[src/rtl/io_read_responder.sv]
// io_read_responder: load-side responder for the memory-mapped region map.
// Decodes a load into data memory or an I/O register, waits out the memory
// latency, and returns one extended word per request. It also synchronises
// the switches and buttons and keeps read-to-clear sticky button presses.
module io_read_responder #(
    parameter int unsigned MEM_LAT = 1,
    parameter int unsigned SW_W    = 16,
    parameter int unsigned BTN_W   = 4
) (
    input  logic              clk,
    input  logic              reset,
    input  logic              rd_req,
    input  logic [15:0]       rd_addr,
    input  logic [2:0]        rd_funct3,
    output logic              rd_ready,
    output logic              rd_valid,
    output logic [31:0]       rd_data,
    output logic              rd_err,
    output logic              mem_re,
    output logic [10:0]       mem_addr,
    input  logic [31:0]       mem_rdata,
    input  logic [31:0]       leds_q,
    input  logic [31:0]       seg_q,
    input  logic [31:0]       lcd_q,
    input  logic [SW_W-1:0]   sw_in,
    input  logic [BTN_W-1:0]  btn_in
);

    localparam int unsigned CNT_W = 3;

    typedef enum logic [1:0] {
        S_IDLE,
        S_MEMWAIT,
        S_RESP
    } state_t;

    state_t             state_q;
    logic [CNT_W-1:0]   cnt_q;
    logic [1:0]         lane_q;
    logic [2:0]         f3_q;
    logic               mem_re_q;
    logic [10:0]        mem_addr_q;
    logic               rd_valid_q;
    logic [31:0]        rd_data_q;
    logic               rd_err_q;

    logic [SW_W-1:0]    sw_s1_q;
    logic [SW_W-1:0]    sw_s2_q;
    logic [BTN_W-1:0]   btn_s1_q;
    logic [BTN_W-1:0]   btn_s2_q;
    logic [BTN_W-1:0]   sticky_q;
    logic [BTN_W-1:0]   sticky_d;

    logic               in_mem;
    logic               is_led;
    logic               is_seg;
    logic               is_lcd;
    logic               is_sw;
    logic               is_btn;
    logic               f3_bad;
    logic               misalign;
    logic               req_err;
    logic               btn_clr;
    logic [31:0]        io_word;

    // Select lane and sign/zero-extend according to the load funct3.
    function automatic logic [31:0] load_ext(input logic [31:0] w,
                                             input logic [1:0]  lane,
                                             input logic [2:0]  f3);
        logic [31:0] sh;
        logic [7:0]  b;
        logic [15:0] h;
        sh = w >> {lane, 3'b000};
        b  = sh[7:0];
        h  = lane[1] ? w[31:16] : w[15:0];
        case (f3)
            3'b000:  load_ext = {{24{b[7]}}, b};
            3'b001:  load_ext = {{16{h[15]}}, h};
            3'b010:  load_ext = w;
            3'b100:  load_ext = {24'h000000, b};
            3'b101:  load_ext = {16'h0000, h};
            default: load_ext = 32'h0000_0000;
        endcase
    endfunction

    // Region decode, error classification, I/O source mux and sticky update.
    always_comb begin
        in_mem   = (rd_addr[15:11] == 5'b00001);
        is_led   = (rd_addr == 16'h1C00);
        is_seg   = (rd_addr == 16'h1C08) || (rd_addr == 16'h1C09);
        is_lcd   = (rd_addr == 16'h1C0C);
        is_sw    = (rd_addr == 16'h1E00);
        is_btn   = (rd_addr == 16'h1E04);
        f3_bad   = (rd_funct3 == 3'b011) || (rd_funct3[2:1] == 2'b11);
        misalign = ((rd_funct3[1:0] == 2'b01) && rd_addr[0]) ||
                   ((rd_funct3[1:0] == 2'b10) && (rd_addr[1:0] != 2'b00));
        req_err  = f3_bad || misalign ||
                   !(in_mem || is_led || is_seg || is_lcd || is_sw || is_btn);

        io_word = 32'h0000_0000;
        if (is_led) begin
            io_word = leds_q;
        end else if (is_seg) begin
            io_word = seg_q;
        end else if (is_lcd) begin
            io_word = lcd_q;
        end else if (is_sw) begin
            io_word = 32'(sw_s2_q);
        end else if (is_btn) begin
            io_word[BTN_W-1:0]     = btn_s2_q;
            io_word[BTN_W+15:16]   = sticky_q;
        end

        // A rise seen at the clearing edge survives the clear.
        btn_clr  = (state_q == S_IDLE) && rd_req && is_btn && !req_err;
        sticky_d = (btn_clr ? '0 : sticky_q) | (btn_s1_q & ~btn_s2_q);
    end

    // Input synchronisers and sticky press register.
    always_ff @(posedge clk) begin
        if (reset) begin
            sw_s1_q  <= '0;
            sw_s2_q  <= '0;
            btn_s1_q <= '0;
            btn_s2_q <= '0;
            sticky_q <= '0;
        end else begin
            sw_s1_q  <= sw_in;
            sw_s2_q  <= sw_s1_q;
            btn_s1_q <= btn_in;
            btn_s2_q <= btn_s1_q;
            sticky_q <= sticky_d;
        end
    end

    // Request FSM; the wait counter expires one edge after reaching zero so
    // the capture lands MEM_LAT edges after the memory samples mem_re.
    always_ff @(posedge clk) begin
        if (reset) begin
            state_q    <= S_IDLE;
            cnt_q      <= '0;
            lane_q     <= '0;
            f3_q       <= '0;
            mem_re_q   <= 1'b0;
            mem_addr_q <= '0;
            rd_valid_q <= 1'b0;
            rd_data_q  <= '0;
            rd_err_q   <= 1'b0;
        end else begin
            rd_valid_q <= 1'b0;
            mem_re_q   <= 1'b0;
            case (state_q)
                S_IDLE: begin
                    if (rd_req) begin
                        if (in_mem && !req_err) begin
                            lane_q     <= rd_addr[1:0];
                            f3_q       <= rd_funct3;
                            mem_re_q   <= 1'b1;
                            mem_addr_q <= rd_addr[10:0];
                            cnt_q      <= CNT_W'(MEM_LAT);
                            state_q    <= S_MEMWAIT;
                        end else begin
                            rd_data_q  <= req_err ? 32'h0000_0000
                                                  : load_ext(io_word, rd_addr[1:0], rd_funct3);
                            rd_err_q   <= req_err;
                            rd_valid_q <= 1'b1;
                            state_q    <= S_RESP;
                        end
                    end
                end
                S_MEMWAIT: begin
                    if (cnt_q == '0) begin
                        rd_data_q  <= load_ext(mem_rdata, lane_q, f3_q);
                        rd_err_q   <= 1'b0;
                        rd_valid_q <= 1'b1;
                        state_q    <= S_RESP;
                    end else begin
                        cnt_q <= cnt_q - CNT_W'(1);
                    end
                end
                S_RESP: begin
                    state_q <= S_IDLE;
                end
                default: begin
                    state_q <= S_IDLE;
                end
            endcase
        end
    end

    assign rd_ready = (state_q == S_IDLE) && !reset;
    assign rd_valid = rd_valid_q;
    assign rd_data  = rd_data_q;
    assign rd_err   = rd_err_q;
    assign mem_re   = mem_re_q;
    assign mem_addr = mem_addr_q;

endmodule

[config.mk]
export PLATFORM = sky130hd
export DESIGN_NAME = io_read_responder
export DESIGN_NICKNAME = d
export VERILOG_FILES = /design/src/rtl/io_read_responder.sv
export SDC_FILE = /design/constraint.sdc
export NUM_CORES = 1
export LEC_CHECK = 0
export CAP_MARGIN = 20
export CORE_UTILIZATION = 48
export DETAILED_ROUTE_END_ITERATION = 12
export PLACE_DENSITY = 0.87
export SLEW_MARGIN = 20
export SYNTH_ARGS = -nofsm -noshare
export SYNTH_HDL_FRONTEND = slang
export SYNTH_SLANG_ARGS = --single-unit
[constraint.sdc]
create_clock -name clk -period 6.7 [get_ports clk]
set_clock_uncertainty 0.15 [all_clocks]
set_input_delay 1.34 -clock clk [delete_from_list [all_inputs] [get_ports clk]]
set_output_delay 1.34 -clock clk [all_outputs]
set_load 0.02 [all_outputs]
==> results of run 1 <==
synthesized netlist by cell type, types with 3 or more instances:
cell	count
a31oi_1	12
buf_2	5
nor3b_1	8
o2bb2ai_1	5
o21ai_0	39
o211ai_1	7
mux2_2	8
nor2_1	43
and3_1	3
nor3_1	18
or2_2	10
a21oi_1	46
o21ai_1	3
a22oi_1	30
mux2i_1	14
or3_1	3
o22ai_2	4
nand2_1	86
nor4_2	3
inv_1	11
a2bb2oi_1	3
a22o_1	4
a221oi_1	4
nand4_1	6
nand2b_1	14
nor4_1	6
a211oi_1	8
a222oi_1	4
nor2b_1	49
and2_1	9
o22ai_1	22
clkbuf_1	38
nand3_1	28
or3b_2	3
buf_1	6
a221o_1	8
dfxtp_1	98
critical path, cell delays in order:
cell and delay [ps]:
clkdlybuf4s50_1 770, nor3b_2 430, nand4_1 440, o22a_1 390, a2111oi_4 960, o211ai_2 300, nand3_1 170
layout make-up:
type	count	share of cell area, %
timing repair buffer	219	27.3
inverter	11	0.516
clock buffer	9	2.82
tap	140	2.19
clock inverter	7	0.954
sequential	98	24.5
multi-input combinational	542	41.7
registers in the layout, summed over array words and instances, names as in the netlist:
name	cells
rd_err	1
mem_addr	10
sw_s1_q	16
lane_q	1
state_q	2
mem_re	1
cnt_q	3
sticky_q	4
sw_s2_q	16
btn_s2_q	4
rd_valid	1
f3_q	3
btn_s1_q	4
rd_data	32
kinds of logic after synthesis:
logic type,after synthesis,share of synthesized area (%)
adder cells (fa/ha/maj),2,0.451
AND/OR/NAND/NOR,302,28.8
flip-flops,98,35.3
multiplexers,23,4.55
AO/OA/AOI/OAI,215,26.3
buffers and inverters,62,4.58
placed cells by master, fill, tap and decap left out, types with 4 or more instances in the layout:
| master | Yosys | routed |
|---|---|---|
| nor3b_1 | 8 | 8 |
| nand2b_1 | 14 | 14 |
| nand2_1 | 86 | 85 |
| a221oi_1 | 4 | 4 |
| dfxtp_1 | 98 | 98 |
| nor2_1 | 43 | 43 |
| a21oi_1 | 46 | 46 |
| inv_1 | 11 | 11 |
| nor3_1 | 18 | 18 |
| nand3_1 | 28 | 28 |
| o22ai_1 | 22 | 22 |
| a221o_1 | 8 | 8 |
| nand4_1 | 6 | 6 |
| a31oi_1 | 12 | 12 |
| o22ai_2 | 4 | 4 |
| o211ai_1 | 7 | 7 |
| clkdlybuf4s50_1 | 0 | 215 |
| and2_1 | 9 | 9 |
| nor4_1 | 6 | 6 |
| clkbuf_16 | 0 | 9 |
| a22o_1 | 4 | 4 |
| a211oi_1 | 8 | 8 |
| mux2_2 | 8 | 8 |
| a22oi_1 | 30 | 30 |
| o2bb2ai_1 | 5 | 5 |
| o21ai_0 | 39 | 39 |
| a222oi_1 | 4 | 4 |
| or2_2 | 10 | 10 |
| mux2i_1 | 14 | 14 |
| nor2b_1 | 49 | 49 |
how the worst max path moves through the flow:
stage,startpoint,endpoint,slack (ps),cells past startpoint
after floorplan,reset,rd_ready,2820,4
after global placement,rd_addr[2],rd_data[30],1790,7
after detailed placement,rd_addr[3],rd_data[14],1750,7
after CTS,rd_addr[3],rd_data[14],2100,7
after global routing,rd_addr[2],rd_data[30],1720,7
final,rd_addr[3],rd_data[14],2040,7
where the power goes:
part,switching (mW),internal [mW]
Sequential,0.00675,0.597
Combinational,0.0894,0.120
Clock,0.259,0.267
per-layer routing:
metal,vias to the layer above,wire [µm]
met3,69,1810
li1,2933,-
met1,2890,8230
met2,365,9740
met4,0,892
met5,-,0
==> results.json, run 1 <==
{
  "status": "finished, final reports clean",
  "clock_sinks": 98,
  "worst_slew_pin_slew_ps": 1100,
  "route.detailed.drc": 0,
  "worst_setup_path_start_kind": "primary input",
  "cts_buffer_depth": 2,
  "post_drt_via_cell_ratio": 6.10,
  "power-per-cell-area_nw_per_um2": 168,
  "grt_max_degree": 96,
  "final_critical_path_setup_slack_ps": 2040,
  "grt_pass1_wl_um": 30600,
  "start_util_pct": 50.3,
  "final.hold.worst_slack_ps": 290,
  "finalInstanceArea_um2": 8000,
  "total_die_area_um2": 12000,
  "via_count": 6257,
  "detail_route.iter0.violations": 515,
  "area_of_all_sequential_standard_cells_um2": 1960,
  "ctsHtreeMaxLevel": 3,
  "synth_fp_nets": 874,
  "fillers": 850,
  "clkTransAtPathRegs_ps": 70,
  "ioPinCount": 217,
  "fin_setup_tns_ps": 0,
  "count_of_flip_flops_with_a_built_in_enable_after_synthesis": 0,
  "post_cts_resized": 0,
  "timing.final.crit_period_ps": 4660,
  "vias_in_the_first_global_route": 5963,
  "drt_wl_cell_um": 20.1,
  "leakagePower_nw": 2.78,
  "final_cycle_utilization_of_the_critical_path_pct": 69.6,
  "detail_route.first_pass.iterations": 5,
  "multiInputGateArea_um2": 3340,
  "die_height_um": 110,
  "area.growth.synth_to_final_pct": 44.1,
  "place_hpwl_um": 16300,
  "drv.max_cap_violation_count": 0,
  "async_reset_ff_share_pct": 0,
  "post-route-util_pct": 72.5,
  "post_route_cells_drive_above_1_share_pct": 6.32,
  "ir_drop_uv": 184,
  "cell_depth_of_the_worst_hold_path": 1,
  "groute.usage.overall_pct": 34.2,
  "place.gp.congestion": 0.984,
  "required_time_of_the_worst_setup_path_ps": 6840,
  "clock_latency_ps": 360,
  "core_um2": 11000,
  "buffer_ports.inserted": 216,
  "r2r.worst_path.cells": 6,
  "synth.distinct_cells": 62,
  "endpoint_kind": "flip-flop",
  "synth_flop_cell": "dfxtp_1",
  "finalHoldViolCount": 0,
  "detail_route.wirelength_um": 20700,
  "regToRegSetupSlack_ps": 3850,
  "met1_layer_usage_reported_by_global_route_pct": 41.4,
  "finalSetupViolCount": 0,
  "synth_cells": 702,
  "total_power_mw": 1.34,
  "synth.area.top_cells": "dfxtp_1 35%, nand2_1 5.8%, nor2b_1 5.5%, a21oi_1 4.1%, a22oi_1 4.1%",
  "total_placed_instance_area_um2": 7690,
  "grt_antenna_before_repair": 0,
  "global_route.peak_usage_layer": "met2",
  "root_buffer": "clkbuf_16",
  "finish.net_count": 1053,
  "antenna_violating_nets_post_route": 0,
  "synth.avg_cell_area_um2": 7.91,
  "cell_accounting_for_the_most_synthesized_area": "dfxtp_1",
  "core.rowCount": 38,
  "grt_overflow_total": 0,
  "timing.rr.start": "mem_addr[1]",
  "post-place-cells": 1010,
  "maxClockFrequency_mhz": 214,
  "worst_hold_startpoint": "sw_s1_q[15]",
  "cts_hold_buf": 0,
  "met3_usage_pct": 6.64,
  "die_w_um": 110,
  "synth-seq-cells": 98,
  "cp_max_fo": 18,
  "holdCritPathClass": "flip-flop to flip-flop",
  "mappedNetlistArea_um2": 5550,
  "worst_r2r_endpoint": "rd_data[9]",
  "cts_inserted_buffers": 9,
  "synth_sequential_area_ratio_pct": 35.3,
  "cts_setup_buffers": 0,
  "n_antenna_cell": 0,
  "globalRouteMet2Util_pct": 57.4,
  "instances_no_fill": 1026,
  "min_delay_worst_endpoint": "sw_s2_q[15]",
  "cts_tree": "done",
  "synth_top_cell_area_share_pct": 35.3,
  "post_placement_setup_slack_ps": 1750,
  "slew-limit-headroom_pct": 26.5,
  "number_of_warning_messages_in_the_yosys_log": 0,
  "grt_setup_unrepaired": "false",
  "arrival_ps": 4810,
  "drv_slew": 0,
  "path_class": "primary input to flip-flop"
}
(Power assumes the default switching activity.)
==> run 2, diff against run 1 <==
--- a/config.mk
+++ b/config.mk
@@ -6,9 +6,9 @@
 export NUM_CORES = 1
 export LEC_CHECK = 0
 export CAP_MARGIN = 20
-export CORE_UTILIZATION = 48
+export CORE_UTILIZATION = 44
 export DETAILED_ROUTE_END_ITERATION = 12
-export PLACE_DENSITY = 0.87
+export PLACE_DENSITY = 0.81
 export SLEW_MARGIN = 20
 export SYNTH_ARGS = -nofsm -noshare
 export SYNTH_HDL_FRONTEND = slang
==> constraint.sdc (replaced) <==
create_clock -name clk -period 4.7 [get_ports clk]
set_clock_uncertainty 0.15 [all_clocks]
set_input_delay 0.94 -clock clk [delete_from_list [all_inputs] [get_ports clk]]
set_output_delay 0.94 -clock clk [all_outputs]
set_load 0.02 [all_outputs]
==> run 2 against run 1 <==
Against the previous run: hold slack lost 4.1 ps; count of clock-buffer cells in the layout is 2 higher; sequential power up 43%; critical endpoint is now rd_data[31]; largest cell class unchanged; cell count rose by 3.9%.
==> results.json, run 2 (same netlist as run 1, synthesis figures left out) <==
{
  "cts_tree": "done",
  "grt_overflow_total": 0,
  "start_util_pct": 45.6,
  "grt_setup_unrepaired": "false",
  "regToRegSetupSlack_ps": 1910,
  "crit_chain": "clkdlybuf4s50_1, nor3_1, nand4_1, buf_4, nor3_1, nor4_2, buf_4, a2111oi_0, o22ai_1",
  "final_cycle_utilization_of_the_critical_path_pct": 80.8,
  "endpoint_kind": "flip-flop",
  "worst_path_dominant_cell_family": "simple AND/OR/NAND/NOR gates",
  "route.detailed.drc": 0,
  "total_die_area_um2": 13100,
  "cp_max_fo": 21,
  "cell_depth_of_the_worst_hold_path": 1,
  "cp_num_cells": 9,
  "worst_path_largest_cell_delay_ps": 680,
  "grt_pass1_wl_um": 31800,
  "detail_route.wirelength_um": 20800,
  "arrival_ps": 3850,
  "r2r.worst_path.cells": 6,
  "drv_slew": 0,
  "antenna_violating_nets_post_route": 0,
  "most-common-layout-cells": "215 x clkdlybuf4s50_1, 98 x dfxtp_1, 86 x nand2_1",
  "crit_path_top_delay_cell": "a2111oi_0",
  "post_route_cells_drive_above_1_share_pct": 7.35,
  "finish.net_count": 1065,
  "place.gp.congestion": 0.978,
  "worst_slew_pin_slew_ps": 996,
  "area_of_all_sequential_standard_cells_um2": 1960,
  "groute.usage.overall_pct": 31.6,
  "core.rowCount": 40,
  "timing.final.crit_period_ps": 3800,
  "place_hpwl_um": 16500,
  "die_height_um": 114,
  "layout.cells.most_common": "clkdlybuf4s50_1",
  "area.growth.synth_to_final_pct": 46.3,
  "multiInputGateArea_um2": 3340,
  "fillers": 1047,
  "cts_hold_buf": 0,
  "cts_buffer_depth": 2,
  "n_antenna_cell": 0,
  "slew-limit-headroom_pct": 33.4,
  "post_cts_resized": 0,
  "finalHoldViolCount": 0,
  "ioPinCount": 217,
  "ir_drop_uv": 138,
  "drv.max_cap_violation_count": 0,
  "finalSetupViolCount": 0,
  "power-per-cell-area_nw_per_um2": 236,
  "number_of_flip_flops_in_the_largest_register": 32,
  "clkTransAtPathRegs_ps": 70,
  "clock_latency_ps": 350,
  "maxClockFrequency_mhz": 263,
  "via_count": 6345,
  "vias_in_the_first_global_route": 5993,
  "clock_sinks": 98,
  "cts_inserted_buffers": 9,
  "root_buffer": "clkbuf_16",
  "post-route-util_pct": 66.8,
  "core_um2": 12200,
  "detail_route.first_pass.iterations": 7,
  "buffer_ports.inserted": 216,
  "ctsHtreeMaxLevel": 3,
  "fin_setup_tns_ps": 0,
  "grt_antenna_before_repair": 0,
  "cts_setup_buffers": 0,
  "drt_wl_cell_um": 19.6,
  "leakagePower_nw": 2.83,
  "final.hold.worst_slack_ps": 286,
  "post_drt_via_cell_ratio": 5.95,
  "detail_route.iter0.violations": 631,
  "holdCritPathClass": "flip-flop to flip-flop",
  "path_class": "primary input to flip-flop",
  "grt_max_degree": 56,
  "required_time_of_the_worst_setup_path_ps": 4760,
  "worst_setup_path_start_kind": "primary input",
  "die_w_um": 114,
  "status": "finished, final reports clean",
  "worst-path-buf-inv": 3
}
## run 2: path summary, 6_finish.rpt
path                             startpoint          end
worst max-delay path            rd_addr[13]  rd_data[31]
worst min-delay path             sw_s1_q[5]   sw_s2_q[5]
worst max register to register  mem_addr[1]  rd_data[13]
worst min register to register   sw_s1_q[5]   sw_s2_q[5]
## run 2: layer usage
layer  part of all wire (%)  GRT usage, %  vias to the layer above
met4                    3.1          11.7                        0
met2                     47          52.2                      386
met3                    8.6          5.56                       50
li1                       -             -                     2954
met1                     41          41.2                     2955
met5                      0             0                        -
## run 2: layout make-up
type,count,share of cell area [%]
sequential,98,24.1
inverter,11,0.508
tap,168,2.59
multi-input combinational,542,41.1
timing repair buffer,231,27.9
clock buffer,11,2.99
clock inverter,5,0.770
## run 2: per-stage QoR
step	power (mW)	cell area [µm²]	std cells	setup slack [ps]
global placement	1.18	7820	1050	866
global route	1.98	8120	1066	736
floorplan	0.981	5550	702	1570
detailed placement	1.18	7820	1050	715
finish	1.92	8120	1066	903
CTS	1.92	8120	1066	1070
## run 2: worst register-to-register path, stage by stage, from the launching register on
cell and delay, ps:
dfxtp_1 800, mux4_2 380, nor3b_1 680, a221o_1 250, a22oi_1 80, or2_2 300
nand3_1 80
## run 2: power breakdown
part	switching (mW)	total, mW	internal (mW)
sequential	0.00975	0.862	0.852
combinational	0.129	0.304	0.175
clock	0.320	0.750	0.430
